==> config.mk <==
export PLATFORM = sky130hd
export DESIGN_NAME = mem_req_arbiter_flat
export DESIGN_NICKNAME = d
export VERILOG_FILES = /design/src/rtl/mem_req_arbiter_if.sv /design/src/rtl/mem_req_arbiter.sv /design/src/flat_wrapper.sv
export SDC_FILE = /design/constraint.sdc
export NUM_CORES = 1
export LEC_CHECK = 0
export CORE_AREA = 2 2 97 192
export DETAILED_ROUTE_END_ITERATION = 7
export DIE_AREA = 0 0 99 194
export PLACE_DENSITY_LB_ADDON = 0.3
export SLEW_MARGIN = 20
export SYNTH_ARGS = -nofsm -noshare
export SYNTH_HDL_FRONTEND = slang
export SYNTH_SLANG_ARGS = --single-unit
==> constraint.sdc <==
create_clock -name clk -period 2.4 [get_ports clk]
set_input_delay 0.24 -clock clk [delete_from_list [all_inputs] [get_ports clk]]
set_output_delay 0.24 -clock clk [all_outputs]
set_load 0.01 [all_outputs]
==> src/rtl/mem_req_arbiter_if.sv <==
// Requester-side and memory-side signal bundle for mem_req_arbiter.
// slave is the arbiter's view; master is the view of the decoders plus the memory.
interface mem_req_arbiter_if #(
    parameter int REQUESTERS = 2,
    parameter int ADDR_WIDTH = 48,
    parameter int DATA_WIDTH = 64,
    parameter int TAG_COUNT  = 4,
    parameter int TAG_WIDTH  = $clog2(TAG_COUNT)
);
    logic [REQUESTERS-1:0]            rq_req;
    logic [REQUESTERS*TAG_WIDTH-1:0]  rq_tag;
    logic [REQUESTERS*ADDR_WIDTH-1:0] rq_addr;
    logic [REQUESTERS-1:0]            rq_stall;
    logic [REQUESTERS-1:0]            rq_push;
    logic [TAG_WIDTH-1:0]             rq_push_tag;
    logic [DATA_WIDTH-1:0]            rq_data;

    logic                             mem_req;
    logic [TAG_WIDTH-1:0]             mem_tag;
    logic [ADDR_WIDTH-1:0]            mem_addr;
    logic                             mem_stall;
    logic                             mem_push;
    logic [TAG_WIDTH-1:0]             mem_push_tag;
    logic [DATA_WIDTH-1:0]            mem_data;

    logic                             err;
    logic                             idle;

    modport slave (
        input  rq_req, rq_tag, rq_addr, mem_stall, mem_push, mem_push_tag, mem_data,
        output rq_stall, rq_push, rq_push_tag, rq_data, mem_req, mem_tag, mem_addr,
               err, idle
    );

    modport master (
        output rq_req, rq_tag, rq_addr, mem_stall, mem_push, mem_push_tag, mem_data,
        input  rq_stall, rq_push, rq_push_tag, rq_data, mem_req, mem_tag, mem_addr,
               err, idle
    );
endinterface

==> src/rtl/mem_req_arbiter.sv <==
// Round-robin arbiter sharing one tagged memory read port among several requesters,
// remapping memory tags back to each owner's local tag on response.
module mem_req_arbiter #(
    parameter int REQUESTERS = 2,
    parameter int ADDR_WIDTH = 48,
    parameter int DATA_WIDTH = 64,
    parameter int TAG_COUNT  = 4,
    parameter int TAG_WIDTH  = $clog2(TAG_COUNT)
) (
    input logic              clk,
    input logic              rst,
    mem_req_arbiter_if.slave bus
);
    localparam int OWN_W = (REQUESTERS > 1) ? $clog2(REQUESTERS) : 1;

    logic [TAG_COUNT-1:0]  tbl_valid;
    logic [OWN_W-1:0]      tbl_owner [TAG_COUNT];
    logic [TAG_WIDTH-1:0]  tbl_ltag  [TAG_COUNT];
    logic [OWN_W-1:0]      rr;

    logic                  mem_req_q;
    logic [TAG_WIDTH-1:0]  mem_tag_q;
    logic [ADDR_WIDTH-1:0] mem_addr_q;
    logic [REQUESTERS-1:0] push_q;
    logic [TAG_WIDTH-1:0]  push_tag_q;
    logic [DATA_WIDTH-1:0] data_q;
    logic                  err_q;

    logic                  tag_avail;
    logic [TAG_WIDTH-1:0]  free_tag;
    logic                  grant_any;
    logic [OWN_W-1:0]      grant_idx;
    logic [ADDR_WIDTH-1:0] gnt_addr;
    logic [TAG_WIDTH-1:0]  gnt_tag;
    logic [REQUESTERS-1:0] grant_vec;

    always_comb begin
        tag_avail = ~&tbl_valid;
        free_tag  = '0;
        for (int t = TAG_COUNT - 1; t >= 0; t--) begin
            if (!tbl_valid[t]) free_tag = TAG_WIDTH'(t);
        end
    end

    // Scan downward from the farthest candidate so the one nearest rr wins.
    always_comb begin
        int         cand;
        logic [OWN_W-1:0] cand_idx;
        grant_any = 1'b0;
        grant_idx = '0;
        cand      = 0;
        cand_idx  = '0;
        if (tag_avail && !bus.mem_stall) begin
            for (int k = REQUESTERS - 1; k >= 0; k--) begin
                cand = int'(rr) + k;
                if (cand >= REQUESTERS) cand = cand - REQUESTERS;
                cand_idx = OWN_W'(cand);
                if (bus.rq_req[cand_idx]) begin
                    grant_any = 1'b1;
                    grant_idx = cand_idx;
                end
            end
        end
    end

    always_comb begin
        gnt_addr  = '0;
        gnt_tag   = '0;
        grant_vec = '0;
        for (int i = 0; i < REQUESTERS; i++) begin
            if (grant_idx == OWN_W'(i)) begin
                gnt_addr = bus.rq_addr[i*ADDR_WIDTH +: ADDR_WIDTH];
                gnt_tag  = bus.rq_tag[i*TAG_WIDTH +: TAG_WIDTH];
                grant_vec[i] = grant_any;
            end
        end
    end

    always_ff @(posedge clk or negedge rst) begin
        if (!rst) begin
            tbl_valid  <= '0;
            for (int t = 0; t < TAG_COUNT; t++) begin
                tbl_owner[t] <= '0;
                tbl_ltag[t]  <= '0;
            end
            rr         <= '0;
            mem_req_q  <= 1'b0;
            mem_tag_q  <= '0;
            mem_addr_q <= '0;
            push_q     <= '0;
            push_tag_q <= '0;
            data_q     <= '0;
            err_q      <= 1'b0;
        end else begin
            mem_req_q <= grant_any;
            push_q    <= '0;
            if (grant_any) begin
                mem_tag_q            <= free_tag;
                mem_addr_q           <= gnt_addr;
                tbl_valid[free_tag]  <= 1'b1;
                tbl_owner[free_tag]  <= grant_idx;
                tbl_ltag[free_tag]   <= gnt_tag;
                rr <= (grant_idx == OWN_W'(REQUESTERS - 1)) ? '0 : grant_idx + 1'b1;
            end
            // A freed entry cannot collide with free_tag: free_tag was already invalid.
            if (bus.mem_push) begin
                if (tbl_valid[bus.mem_push_tag]) begin
                    push_q     <= REQUESTERS'(1) << tbl_owner[bus.mem_push_tag];
                    push_tag_q <= tbl_ltag[bus.mem_push_tag];
                    data_q     <= bus.mem_data;
                    tbl_valid[bus.mem_push_tag] <= 1'b0;
                end else begin
                    err_q <= 1'b1;
                end
            end
        end
    end

    assign bus.rq_stall    = rst ? ~grant_vec : '1;
    assign bus.rq_push     = push_q;
    assign bus.rq_push_tag = push_tag_q;
    assign bus.rq_data     = data_q;
    assign bus.mem_req     = mem_req_q;
    assign bus.mem_tag     = mem_tag_q;
    assign bus.mem_addr    = mem_addr_q;
    assign bus.err         = err_q;
    assign bus.idle        = ~|tbl_valid & ~mem_req_q;

endmodule
==> src/flat_wrapper.sv <==
// flat-port wrapper written by rule: the top's interface ports become plain ports
module mem_req_arbiter_flat 
#(
    parameter int REQUESTERS = 2,
    parameter int ADDR_WIDTH = 48,
    parameter int DATA_WIDTH = 64,
    parameter int TAG_COUNT  = 4,
    parameter int TAG_WIDTH  = $clog2(TAG_COUNT)
)
  (clk, rst, bus_rq_req, bus_rq_tag, bus_rq_addr, bus_mem_stall, bus_mem_push, bus_mem_push_tag, bus_mem_data, bus_rq_stall, bus_rq_push, bus_rq_push_tag, bus_rq_data, bus_mem_req, bus_mem_tag, bus_mem_addr, bus_err, bus_idle);
  mem_req_arbiter_if #(.REQUESTERS(REQUESTERS), .ADDR_WIDTH(ADDR_WIDTH), .DATA_WIDTH(DATA_WIDTH), .TAG_COUNT(TAG_COUNT), .TAG_WIDTH(TAG_WIDTH)) bus_i ();
  input logic clk;
  input logic rst;
  input wire logic [$bits(bus_i.rq_req)-1:0] bus_rq_req;
  input wire logic [$bits(bus_i.rq_tag)-1:0] bus_rq_tag;
  input wire logic [$bits(bus_i.rq_addr)-1:0] bus_rq_addr;
  input wire logic [$bits(bus_i.mem_stall)-1:0] bus_mem_stall;
  input wire logic [$bits(bus_i.mem_push)-1:0] bus_mem_push;
  input wire logic [$bits(bus_i.mem_push_tag)-1:0] bus_mem_push_tag;
  input wire logic [$bits(bus_i.mem_data)-1:0] bus_mem_data;
  output wire logic [$bits(bus_i.rq_stall)-1:0] bus_rq_stall;
  output wire logic [$bits(bus_i.rq_push)-1:0] bus_rq_push;
  output wire logic [$bits(bus_i.rq_push_tag)-1:0] bus_rq_push_tag;
  output wire logic [$bits(bus_i.rq_data)-1:0] bus_rq_data;
  output wire logic [$bits(bus_i.mem_req)-1:0] bus_mem_req;
  output wire logic [$bits(bus_i.mem_tag)-1:0] bus_mem_tag;
  output wire logic [$bits(bus_i.mem_addr)-1:0] bus_mem_addr;
  output wire logic [$bits(bus_i.err)-1:0] bus_err;
  output wire logic [$bits(bus_i.idle)-1:0] bus_idle;
  assign bus_i.rq_req = bus_rq_req;
  assign bus_i.rq_tag = bus_rq_tag;
  assign bus_i.rq_addr = bus_rq_addr;
  assign bus_i.mem_stall = bus_mem_stall;
  assign bus_i.mem_push = bus_mem_push;
  assign bus_i.mem_push_tag = bus_mem_push_tag;
  assign bus_i.mem_data = bus_mem_data;
  assign bus_rq_stall = bus_i.rq_stall;
  assign bus_rq_push = bus_i.rq_push;
  assign bus_rq_push_tag = bus_i.rq_push_tag;
  assign bus_rq_data = bus_i.rq_data;
  assign bus_mem_req = bus_i.mem_req;
  assign bus_mem_tag = bus_i.mem_tag;
  assign bus_mem_addr = bus_i.mem_addr;
  assign bus_err = bus_i.err;
  assign bus_idle = bus_i.idle;
  mem_req_arbiter #(.REQUESTERS(REQUESTERS), .ADDR_WIDTH(ADDR_WIDTH), .DATA_WIDTH(DATA_WIDTH), .TAG_COUNT(TAG_COUNT), .TAG_WIDTH(TAG_WIDTH)) u_core (.clk(clk), .rst(rst), .bus(bus_i));
endmodule
Word level (Yosys, flattened, before mapping)
Cells that the tools add are included.
{ "op_classes": {"n_addsub": 4, "reduce_logical": 11, "muxes": 47, "shifts": 1, "magnitude_cmp": 11, "bitwise_logic": 9} }
{ "op_table": {"columns": ["op", "count"], "rows": [
  ["two-way mux 48 bit", 1],
  ["two-way mux 1 bit", 23],
  ["two-way mux 2 bit", 11],
  ["two-way mux 4 bit", 3],
  ["bitwise mux 8 bit", 1],
  ["demux 1 bit (select 2 bit)", 3],
  ["greater-or-equal comparator 3 bit (second input constant)", 2],
  ["less-than comparator 2 x 3 -> 1 bit (second input constant)", 2],
  ["NOT 2 -> 3 bit", 2],
  ["bitwise AND 4 bit", 1],
  ["binary-select mux 1 bit (select 2 bit)", 2],
  ["binary-select mux 2 bit (select 2 bit)", 1],
  ["bitwise mux 4 bit", 1],
  ["demux 2 bit (select 2 bit)", 1],
  ["greater-or-equal comparator 2 x 1 -> 1 bit (second input constant)", 2],
  ["logical AND 1 bit", 4],
  ["less-than comparator 1 x 2 -> 1 bit (second input constant)", 2],
  ["NOT 4 bit", 1],
  ["OR 4 bit", 1],
  ["AND reduction 2 bit", 2],
  ["AND reduction 4 bit", 1],
  ["OR reduction 4 bit", 1],
  ["logical NOT 1 bit", 3],
  ["less-than comparator 3 x 1 -> 1 bit (second input constant)", 1],
  ["9 further kinds", 11]
]} }
{ "totals": {"reg_bits": 137, "elab_cells": 100, "input_bits": 172, "output_inout_bits": 123} }

Longest topological paths before layout
Gate-level depths: netlist of the first run.
{ "logic_depth": {"depth_word": 13, "depth_mapped": 6, "depth_no_buf": 3} }

Worst setup path after synthesis of the first run
Ideal clock, no wire load.
{ "synth_timing": {"kind": "register -> register", "from": "reg u_core.tbl_valid[0]", "to": "reg u_core.data_q[34], in the netlist u_core.bus.rq_data[34]", "arrival_ns": 1.673, "path_stages_with_launch": 7, "t_required_ns": 2.275, "setup_time_ns": 0.125, "setup_slack_ns": 0.602, "n_path_buf": 3, "synth_period_minus_slack_ns": 1.798, "cell_sequence": "dfrtp_1 -> clkbuf_1 -> mux4_2 -> nand2_2 -> buf_12 -> buf_12 -> mux2_4"} }
{ "synth_between": {"elab_chain_cells": 3} }
{ "synth_rtl": {"columns": ["item", "line", "source"], "rows": [
  ["start: declaration", "mem_req_arbiter.sv:16", "logic [TAG_COUNT-1:0] tbl_valid;"],
  ["start signal: assignment", "mem_req_arbiter.sv:81", "tbl_valid <= '0;"],
  ["start signal: indexed assignment", "mem_req_arbiter.sv:100", "tbl_valid[free_tag] <= 1'b1;"],
  ["start signal: indexed assignment", "mem_req_arbiter.sv:111", "tbl_valid[bus.mem_push_tag] <= 1'b0;"],
  ["binary-select mux 1 bit (select 2 bit)", "mem_req_arbiter.sv:107", "if (tbl_valid[bus.mem_push_tag]) begin"],
  ["two-way mux 1 bit (not written as such)", "mem_req_arbiter.sv:107", null],
  ["AND reduction 2 bit (no source line)", null, null],
  ["end signal: assignment", "mem_req_arbiter.sv:110", "data_q <= bus.mem_data;"],
  ["end: declaration", "mem_req_arbiter.sv:26", "logic [DATA_WIDTH-1:0] data_q;"]
]} }
No other way between the ends. The select of a mux whose other input is x is not followed.
A chain may end at the register's enable or synchronous reset.

Worst setup path in the final report of the first run
{ "layout_timing": {"from": "reg u_core.tbl_valid[2]", "to": "out bus_rq_stall[1]"} }
{ "layout_between": {"elab_chain_cells": 7, "word_cells_on_any_way": 8, "classes_between": "mux (4); bitwise (1); reduce/logical (3)"} }
{ "layout_rtl": {"columns": ["item", "line", "source"], "rows": [
  ["AND reduction 4 bit *", "mem_req_arbiter.sv:38", "tag_avail = ~&tbl_valid;"],
  ["logical NOT 1 bit *", "mem_req_arbiter.sv:38", null],
  ["logical AND 1 bit *", "mem_req_arbiter.sv:53", "if (tag_avail && !bus.mem_stall) begin"],
  ["two-way mux 1 bit", "mem_req_arbiter.sv:53", null],
  ["two-way mux 1 bit *", "mem_req_arbiter.sv:71", "if (grant_idx == OWN_W'(i)) begin"],
  ["NOT 2 bit *", "mem_req_arbiter.sv:119", "assign bus.rq_stall = rst ? ~grant_vec : '1;"],
  ["two-way mux 2 bit *", "mem_req_arbiter.sv:119", null],
  ["end: declaration", "flat_wrapper.sv:21", "output wire logic [$bits(bus_i.rq_stall)-1:0] bus_rq_stall;"]
]} }
Mark *: on every way between the ends. The rest lies on a longest branch, timed or not.

==> results of run 1 <==
flip-flops by register name, summed over array words and instances, names as in the netlist:
name and count:
u_core.tbl_ltag 8, u_core.bus.mem_addr 48, u_core.rr 1, u_core.tbl_valid 4, u_core.bus.mem_req 1, u_core.bus.rq_push 2
u_core.bus.mem_tag 2, u_core.bus.rq_push_tag 2, u_core.bus.rq_data 64, u_core.tbl_owner 4, u_core.bus.err 1
power groups by stage:
stage	registers, mW	logic [mW]	clock network, mW
floorplan	4.06	1.61	0
global placement	3.77	4.14	0
detailed placement	3.81	4.25	0
CTS	3.79	4.26	2.44
global route	3.92	4.48	2.54
finish	3.79	4.21	2.36
kinds of logic (layout without fill, tap and decap cells):
| group | Yosys count | after routing | share of synthesized area [%] |
|---|---|---|---|
| multiplexers | 74 | 74 | 16.2 |
| flip-flops | 137 | 137 | 56.1 |
| AND/OR/NAND/NOR | 80 | 80 | 6.80 |
| AO/OA/AOI/OAI | 175 | 175 | 16.0 |
| buffers and inverters | 57 | 344 | 4.97 |
metal layers:
metal	up-vias	global-route usage, %	share of wire [%]
li1	2484	-	-
met5	-	0	0
met1	2670	21.1	35
met2	239	38.2	57
met3	36	4.61	5.9
met4	0	8.98	3.1
cell type report:
cell class / instances / area share [%]
sequential: 137 / 35.1
timing repair buffer: 312 / 32.0
multi-input combinational: 329 / 24.6
clock buffer: 22 / 4.75
tap: 213 / 2.73
clock inverter: 5 / 0.512
inverter: 5 / 0.192
per-stage QoR:
step / hold slack, ps / util [%] / std cells
after floorplan: -55.6 / - / 523
after global routing: 306 / 55.2 / 1023
after global placement: 130 / 52.2 / 995
after CTS: 295 / 55.2 / 1023
after detailed placement: 135 / 52.2 / 995
final: 288 / 55.2 / 1023
synth_stat cells:
cell / n / area [µm²]
a21oi_1: 56 / 280
clkbuf_2: 1 / 5.00
buf_4: 3 / 22.5
nand3b_1: 1 / 7.51
nand2b_1: 3 / 18.8
or4_1: 1 / 7.51
and3_1: 2 / 12.5
dfrtp_1: 137 / 3430
inv_1: 5 / 18.8
nand3_1: 49 / 245
and4_1: 1 / 8.76
buf_12: 4 / 80.1
nor4_1: 1 / 6.26
a21o_1: 2 / 15.0
o22ai_1: 1 / 6.26
o31ai_1: 2 / 15.0
o21ba_2: 1 / 10.0
mux2_2: 41 / 462
nand4_1: 3 / 18.8
mux4_2: 4 / 90.1
and2_1: 1 / 6.26
o211ai_1: 1 / 7.51
nand2_1: 4 / 15.0
o21ai_0: 49 / 245
clkbuf_1: 39 / 146
buf_2: 4 / 20.0
nor2_1: 6 / 22.5
a211oi_1: 1 / 7.51
mux2_4: 29 / 435
o21bai_1: 2 / 15.0
nor3_1: 3 / 15.0
nor2b_1: 4 / 25.0
buf_6: 1 / 11.3
nand2_2: 1 / 6.26
a31oi_1: 60 / 375
worst max-delay path by stage:
stage,from,endpoint,slack [ps],cells past startpoint
2_1_floorplan,u_core.tbl_valid[0]$_DFF_PN0_,u_core.bus.rq_data[34]$_DFFE_PN0P_,600,6
3_3_place_gp,bus_mem_push_tag[1],u_core.bus.rq_data[20]$_DFFE_PN0P_,220,5
3_5_place_dp,bus_mem_push_tag[1],u_core.bus.rq_data[20]$_DFFE_PN0P_,190,5
4_1_cts,u_core.tbl_valid[0]$_DFF_PN0_,bus_idle,3,3
5_1_grt,u_core.tbl_valid[1]$_DFF_PN0_,bus_rq_stall[0],40,4
6_report,u_core.tbl_valid[2]$_DFF_PN0_,bus_rq_stall[1],140,4
critical path: stages, from the launching register on:
cell and delay (ps):
dfrtp_2 470, and4_1 310, nor3_2 250, nand2_1 90, clkdlybuf4s50_1 490
what timing repair did:
item | 4_1_cts | 5_1_grt
setup buffers | 0 | 0
endpoints found under the setup margin | 2 | 3
hold buffers | 1 | 0
endpoints found under the hold margin | 23 | 0
resized for setup | 2 | 4
==> results.sh, run 1 <==
export IMPL_fin_nets=974
export IMPL_ys_ff_latch=137
export IMPL_intPower_mw=7.23
export IMPL_synthesis_area_um2=6110
export IMPL_grt_pass1_vias=5920
export IMPL_ys_seq_area_share_pct=56.1
export IMPL_seq_power_share_pct=36.6
export IMPL_power_switching_mw=3.12
export IMPL_grt_pass1_wl_mm=31.2
export IMPL_grt_max_degree=115
export IMPL_h_tree_depth=4
export IMPL_final_common_cell="clkdlybuf4s50_1"
export IMPL_max_vdd_ir_drop_uv=366
export IMPL_track_usage_pct=20.4
export IMPL_yosys_warnings=0
export IMPL_path_class="reg -> out"
export IMPL_root_buffer="clkbuf_16"
export IMPL_areaGrowthSynthToFinish_pct=59.8
export IMPL_drv_cap=0
export IMPL_drc=0
export IMPL_p_per_area_nw_per_um2=1060
export IMPL_worst_r2r_endpoint="u_core.bus.rq_data[20]$_DFFE_PN0P_"
export IMPL_dr_pass1_iters=4
export IMPL_switching_share_pct=30.2
export IMPL_wl_per_cell_um=19.0
export IMPL_worst_setup_path_start_kind="flop"
export IMPL_seq_area_um2=3430
export IMPL_p_comb_share_pct=40.6
export IMPL_drtIter0Drc=183
export IMPL_reg2reg_depth=4
export IMPL_tns_ps=0
export IMPL_via_per_inst=5.31
export IMPL_drt_wl_total_mm=19.5
export IMPL_path_clk_slew_ps=60
export IMPL_syn_area_per_cell_um2=11.7
export IMPL_fin_crit_ps=2260
export IMPL_synth_cell_types=35
export IMPL_reg2reg_from="u_core.tbl_valid[1]$_DFF_PN0_"
export IMPL_start_util_pct=34.5
export IMPL_end_kind="output port"
export IMPL_slew_viol_final=0
export IMPL_cts_tree="yes"
export IMPL_num_io_pins=295
export IMPL_outcome="complete, no violations"
export IMPL_gp_congestion=0.776
export IMPL_worstPathArrival_ps=2020
export IMPL_hp_class="in -> async"
export IMPL_fill_cells=1532
export IMPL_setup_ws_ps=136
export IMPL_drive_gt1_share_pct=15.7
export IMPL_fp_coreArea_um2=17700
export IMPL_hpwl_mm=14.2
export IMPL_skew_ps=10.1
export IMPL_grt_setup_unrepaired="false"
export IMPL_design_die_area_um2=19200
export IMPL_syn_inst=523
export IMPL_leakagePower_nw=4.00
export IMPL_clk_latency_ps=410
export IMPL_slew_headroom_pct=59.4
export IMPL_rows=69
export IMPL_vias=5429
export IMPL_p_clk_share_pct=22.8
export IMPL_ant_nets=0
export IMPL_num_antenna_cells=0
export IMPL_place_area_um2=9230
export IMPL_stdcell_area_um2=9770
export IMPL_fin_crit_sh_pct=94.3
export IMPL_final_setup_viol_count=0
export IMPL_fmax_mhz=442
export IMPL_path_max_fanout=10
export IMPL_tightest_slew_ps=608
export IMPL_portBuffers=294
export IMPL_preCtsSetupSlack_ps=195
export IMPL_numCtsBuffers=17
export IMPL_hold_viol_final=0
export IMPL_grt_remaining_overflow=0
export IMPL_critPathRequiredTime_ps=2160
export IMPL_antenna_found_initial=0
export IMPL_ctsLongestPathBuffers=2
export IMPL_layout_common_cells="clkdlybuf4s50_1 (291), dfrtp_1 (133), a31oi_1 (60), a21oi_1 (56)"
export IMPL_die_w_um=99
export IMPL_synth_nets=695
export IMPL_rrSetupSlack_ps=500
export IMPL_power_mw=10.4
export IMPL_fp_dieH_um=194
export IMPL_multi_input_area_um2=2410
export IMPL_cts_sinks=137
Power figures use the tool's default switching activity.
==> inputs of run 2 (changes only) <==
--- a/config.mk
+++ b/config.mk
@@ -5,11 +5,12 @@
 export SDC_FILE = /design/constraint.sdc
 export NUM_CORES = 1
 export LEC_CHECK = 0
-export CORE_AREA = 2 2 97 192
+export CORE_AREA = 2 2 90 178
 export DETAILED_ROUTE_END_ITERATION = 7
-export DIE_AREA = 0 0 99 194
+export DIE_AREA = 0 0 92 180
 export PLACE_DENSITY_LB_ADDON = 0.3
 export SLEW_MARGIN = 20
 export SYNTH_ARGS = -nofsm -noshare
 export SYNTH_HDL_FRONTEND = slang
 export SYNTH_SLANG_ARGS = --single-unit
+export TNS_END_PERCENT = 5
==> results.sh, run 2 (synthesis results as in run 1) <==
export IMPL_outcome="complete, no violations"
export IMPL_reg2reg_from="u_core.tbl_valid[1]$_DFF_PN0_"
export IMPL_p_per_area_nw_per_um2=1080
export IMPL_via_per_inst=5.41
export IMPL_fin_crit_sh_pct=97.0
export IMPL_clk_latency_ps=410
export IMPL_preCtsSetupSlack_ps=146
export IMPL_skew_ps=8.07
export IMPL_slew_headroom_pct=56.4
export IMPL_numCtsBuffers=17
export IMPL_root_buffer="clkbuf_16"
export IMPL_hold_viol_final=0
export IMPL_wl_per_cell_um=18.7
export IMPL_hpwl_mm=13.6
export IMPL_rows=64
export IMPL_antenna_found_initial=0
export IMPL_grt_pass1_vias=5772
export IMPL_end_kind="output port"
export IMPL_grt_busiest_layer="met2"
export IMPL_areaGrowthSynthToFinish_pct=61.2
export IMPL_drive_gt1_share_pct=16.4
export IMPL_drtIter0Drc=250
export IMPL_ctsLongestPathBuffers=2
export IMPL_dr_pass1_iters=5
export IMPL_power_switching_mw=3.23
export IMPL_fin_util_pct=64.7
export IMPL_num_io_pins=295
export IMPL_rrSetupSlack_ps=450
export IMPL_final_setup_viol_count=0
export IMPL_vias=5487
export IMPL_ant_nets=0
export IMPL_fin_crit_ps=2330
export IMPL_drv_cap=0
export IMPL_slew_viol_final=0
export IMPL_critPathRequiredTime_ps=2160
export IMPL_seq_power_share_pct=35.5
export IMPL_use_met3_pct=6.12
export IMPL_fp_coreArea_um2=15200
export IMPL_reg2reg_depth=4
export IMPL_final_common_cell="clkdlybuf4s50_1"
export IMPL_cts_sinks=137
export IMPL_worstPathArrival_ps=2090
export IMPL_crit_buf_inv=1
export IMPL_cts_setup_buffers=0
export IMPL_path_max_fanout=10
export IMPL_grtUsageMet2_pct=41.6
export IMPL_grt_max_degree=122
export IMPL_drt_wl_total_mm=18.9
export IMPL_worst_path_largest_cell_delay_ps=640
export IMPL_worst_r2r_endpoint="u_core.bus.rq_data[21]$_DFFE_PN0P_"
export IMPL_max_vdd_ir_drop_uv=583
export IMPL_hp_class="in -> async"
export IMPL_die_w_um=92
export IMPL_cts_tree="yes"
export IMPL_design_die_area_um2=16600
export IMPL_switching_share_pct=30.2
export IMPL_fin_nets=976
export IMPL_tightest_slew_ps=655
export IMPL_fp_dieH_um=180
export IMPL_grt_remaining_overflow=0
export IMPL_worst_setup_path_start_kind="flop"
export IMPL_num_antenna_cells=0
export IMPL_drc=0
export IMPL_fmax_mhz=430
export IMPL_path_clk_slew_ps=60
export IMPL_crit_slowest_cell="clkdlybuf4s50_1"
export IMPL_layout_common_cells="clkdlybuf4s50_1 (291), dfrtp_1 (136), a31oi_1 (60), a21oi_1 (56)"
export IMPL_gr_usage_met1_pct=22.9
export IMPL_critical_path_cell_chain="and4_2, nor2_4, o211ai_1, clkdlybuf4s50_1"
export IMPL_leakagePower_nw=4.04
export IMPL_p_clk_share_pct=25.1
export IMPL_start_util_pct=40.2
export IMPL_largest_register_ffs=64
export IMPL_setup_ws_ps=72.2
export IMPL_track_usage_pct=22.4
export IMPL_grt_pass1_wl_mm=29.4
export IMPL_cp_top_family="buffers and inverters"
export IMPL_intPower_mw=7.46
export IMPL_h_tree_depth=4
export IMPL_path_class="reg -> out"
export IMPL_gp_congestion=0.830
export IMPL_p_comb_share_pct=39.5
export IMPL_portBuffers=294
## run 2: power groups by stage
stage	Combinational, mW	Clock (mW)	Sequential, mW
after global placement	4.14	0	3.75
after CTS	4.27	2.73	3.78
final	4.22	2.68	3.79
after global routing	4.48	2.83	3.91
after detailed placement	4.25	0	3.80
after floorplan	1.61	0	4.06
## run 2: per-layer routing
| layer | wire length [µm] | vias to the layer above |
|---|---|---|
| li1 | - | 2484 |
| met5 | 0 | - |
| met3 | 1320 | 46 |
| met4 | 749 | 0 |
| met2 | 10300 | 279 |
| met1 | 6540 | 2678 |
## run 2: final cells by class
type                    count  area [µm²]
flip-flops and latches    137        3430
clock inverters            14         171
multi-input cells         329        2400
repair buffers            314        3140
clock buffers              18         439
fillers                  1220        5360
inverters                   5        18.8
well taps                 198         248
## run 2: metrics by stage
stage / TNS [ps] / total power [mW] / instances / instance area (µm²) / hold slack [ps]
CTS: 0 / 10.8 / 1015 / 9850 / 245
finish: 0 / 10.7 / 1015 / 9850 / 247
floorplan: 0 / 5.67 / 523 / 6110 / -55.6
global placement: 0 / 7.90 / 982 / 9230 / 105
detailed placement: 0 / 8.05 / 982 / 9230 / 106
global route: -0.457 / 11.2 / 1015 / 9850 / 253
## run 2: worst max path at each step
stage | startpoint | end | cells past startpoint
global placement | bus_mem_push_tag[1] | u_core.bus.rq_data[21]$_DFFE_PN0P_ | 5
floorplan | u_core.tbl_valid[0]$_DFF_PN0_ | u_core.bus.rq_data[34]$_DFFE_PN0P_ | 6
CTS | u_core.tbl_valid[2]$_DFF_PN0_ | bus_rq_stall[0] | 4
finish | u_core.tbl_valid[1]$_DFF_PN0_ | bus_rq_stall[0] | 4
detailed placement | bus_mem_push_tag[1] | u_core.bus.rq_data[21]$_DFFE_PN0P_ | 5
global route | u_core.tbl_valid[1]$_DFF_PN0_ | bus_rq_stall[0] | 4
## run 2: timing repair
item,CTS,global route
hold buffers,1,0
resized for setup,1,2
endpoints found under the hold margin,16,0
setup endpoints to repair,1,2
==> inputs of run 3 (changes only) <==
--- a/config.mk
+++ b/config.mk
@@ -8,7 +8,8 @@
 export CORE_AREA = 2 2 90 178
 export DETAILED_ROUTE_END_ITERATION = 7
 export DIE_AREA = 0 0 92 180
-export PLACE_DENSITY_LB_ADDON = 0.3
+export HOLD_SLACK_MARGIN = 0.03
+export PLACE_DENSITY = 0.79
 export SLEW_MARGIN = 20
 export SYNTH_ARGS = -nofsm -noshare
 export SYNTH_HDL_FRONTEND = slang
==> results.sh, run 3 (synthesis results as in run 1) <==
export IMPL_start_util_pct=40.2
export IMPL_clk_latency_ps=410
export IMPL_antenna_found_initial=0
export IMPL_areaGrowthSynthToFinish_pct=59.7
export IMPL_seq_power_share_pct=36.7
export IMPL_max_vdd_ir_drop_uv=499
export IMPL_worst_r2r_endpoint="u_core.bus.rq_data[1]$_DFFE_PN0P_"
export IMPL_num_io_pins=295
export IMPL_largest_register_ffs=64
export IMPL_portBuffers=294
export IMPL_end_kind="output port"
export IMPL_fill_cells=1201
export IMPL_die_w_um=92
export IMPL_drive_gt1_share_pct=16.1
export IMPL_grt_setup_unrepaired="false"
export IMPL_slew_headroom_pct=54.4
export IMPL_gr_usage_met1_pct=23.9
export IMPL_path_max_fanout=10
export IMPL_final_setup_viol_count=0
export IMPL_crit_buf_inv=1
export IMPL_track_usage_pct=22.3
export IMPL_ant_nets=0
export IMPL_drv_cap=0
export IMPL_final_common_cell="clkdlybuf4s50_1"
export IMPL_fin_crit_sh_pct=95.9
export IMPL_grt_pass1_wl_mm=29.5
export IMPL_grt_remaining_overflow=0
export IMPL_path_class="reg -> out"
export IMPL_leakagePower_nw=3.99
export IMPL_num_antenna_cells=0
export IMPL_ctsLongestPathBuffers=2
export IMPL_fin_crit_ps=2300
export IMPL_root_buffer="clkbuf_16"
export IMPL_slew_viol_final=0
export IMPL_p_per_area_nw_per_um2=1060
export IMPL_worst_path_largest_cell_delay_ps=500
export IMPL_cts_setup_buffers=0
export IMPL_fp_dieH_um=180
export IMPL_cts_tree="yes"
export IMPL_drtIter0Drc=340
export IMPL_grt_pass1_vias=5747
export IMPL_outcome="complete, no violations"
export IMPL_skew_ps=7.63
export IMPL_path_clk_slew_ps=60
export IMPL_via_per_inst=5.42
export IMPL_cp_top_family="simple AND/OR/NAND/NOR gates"
export IMPL_grt_busiest_layer="met2"
export IMPL_reg2reg_from="u_core.tbl_valid[2]$_DFF_PN0_"
export IMPL_fmax_mhz=434
export IMPL_hp_class="in -> async"
export IMPL_fp_coreArea_um2=15200
export IMPL_power_switching_mw=3.19
export IMPL_tns_ps=0
export IMPL_hpwl_mm=13.6
export IMPL_rrSetupSlack_ps=490
export IMPL_grt_max_degree=124
export IMPL_worstPathArrival_ps=2060
export IMPL_crit_slowest_cell="clkdlybuf4s50_1"
export IMPL_reg2reg_depth=4
export IMPL_critical_path_cell_chain="and4_1, nor3_1, nand2_1, clkdlybuf4s50_1"
export IMPL_worst_setup_path_start_kind="flop"
export IMPL_power_mw=10.3
export IMPL_design_die_area_um2=16600
export IMPL_cts_sinks=137
export IMPL_tightest_slew_ps=684
export IMPL_p_comb_share_pct=40.7
export IMPL_drc=0
export IMPL_switching_share_pct=30.9
export IMPL_vias=5488
export IMPL_h_tree_depth=4
export IMPL_gp_congestion=0.787
export IMPL_use_met3_pct=5.07
export IMPL_dr_pass1_iters=4
export IMPL_p_clk_share_pct=22.6
export IMPL_fin_nets=974
export IMPL_rows=64
export IMPL_critPathRequiredTime_ps=2160
export IMPL_hold_viol_final=0
export IMPL_layout_common_cells="clkdlybuf4s50_1 (292), dfrtp_1 (136), a31oi_1 (60), a21oi_1 (56)"
export IMPL_grtUsageMet2_pct=41.2
export IMPL_numCtsBuffers=17
export IMPL_intPower_mw=7.13
export IMPL_wl_per_cell_um=18.3
export IMPL_drt_wl_total_mm=18.5
-- run 3: cell count changes in the layout (fill, tap and decap cells not counted) --
cell / previous run / this run
and4_1: 0 / 1
and4_2: 1 / 0
buf_4: 15 / 13
bufinv_16: 3 / 0
clkdlybuf4s50_1: 291 / 292
clkinv_2: 3 / 5
clkinvlp_4: 3 / 4
dlygate4sd2_1: 1 / 0
-- run 3: worst reg2reg max path, stage by stage (launching register included) --
cell and delay (ps):
dfrtp_1 490, mux4_2 540, nand2_4 140, buf_12 240, mux2_2 380
-- run 3: worst max path at each step --
| stage | end | start | cells after the start | slack [ps] |
|---|---|---|---|---|
| finish | bus_rq_stall[1] | u_core.tbl_valid[2]$_DFF_PN0_ | 4 | 100 |
| global route | bus_rq_stall[1] | u_core.tbl_valid[2]$_DFF_PN0_ | 4 | 8 |
| CTS | bus_rq_stall[0] | u_core.tbl_valid[2]$_DFF_PN0_ | 4 | 70 |
| detailed placement | u_core.bus.rq_data[1]$_DFFE_PN0P_ | bus_mem_push_tag[1] | 5 | 150 |
| global placement | u_core.bus.rq_data[5]$_DFFE_PN0P_ | bus_mem_push_tag[1] | 5 | 220 |
| floorplan | u_core.bus.rq_data[34]$_DFFE_PN0P_ | u_core.tbl_valid[0]$_DFF_PN0_ | 6 | 600 |
-- run 3: area by class of cell --
type / instances / area (µm²) / share of cell area [%]
inverter: 5 / 18.8 / 0.192
sequential: 137 / 3430 / 35.1
tap: 198 / 248 / 2.54
multi-input combinational: 329 / 2400 / 24.6
clock inverter: 14 / 98.8 / 1.01
clock buffer: 18 / 439 / 4.50
timing repair buffer: 312 / 3130 / 32.0
-- run 3: power by group through the flow --
stage / Clock [mW] / Sequential, mW / Combinational [mW]
final: 2.34 / 3.79 / 4.20
after detailed placement: 0 / 3.81 / 4.23
after global placement: 0 / 3.77 / 4.10
after CTS: 2.40 / 3.78 / 4.24
after global routing: 2.50 / 3.90 / 4.47
after floorplan: 0 / 4.06 / 1.61
-- run 3: per-layer routing --
metal	share of wire [%]	vias up
li1	-	2487
met1	36	2684
met2	55	269
met3	6.3	48
met4	3.3	0
met5	0	-
-- run 3: metrics by stage --
step / std cells / utilization (%) / hold slack (ps) / setup WS [ps] / instance area [µm²]
global placement: 980 / 60.6 / 92.4 / 221 / 9210
floorplan: 523 / - / -55.6 / 602 / 6110
detailed placement: 980 / 60.6 / 94.0 / 150 / 9210
CTS: 1013 / 64.2 / 231 / 67.7 / 9760
finish: 1013 / 64.2 / 260 / 98.2 / 9760
global route: 1013 / 64.2 / 255 / 7.77 / 9760
-- run 3: what timing repair did --
item	in CTS	in global routing
endpoints found under the hold margin	14	0
endpoints found under the setup margin	0	1
hold buffers	1	0
gates resized for setup	0	1
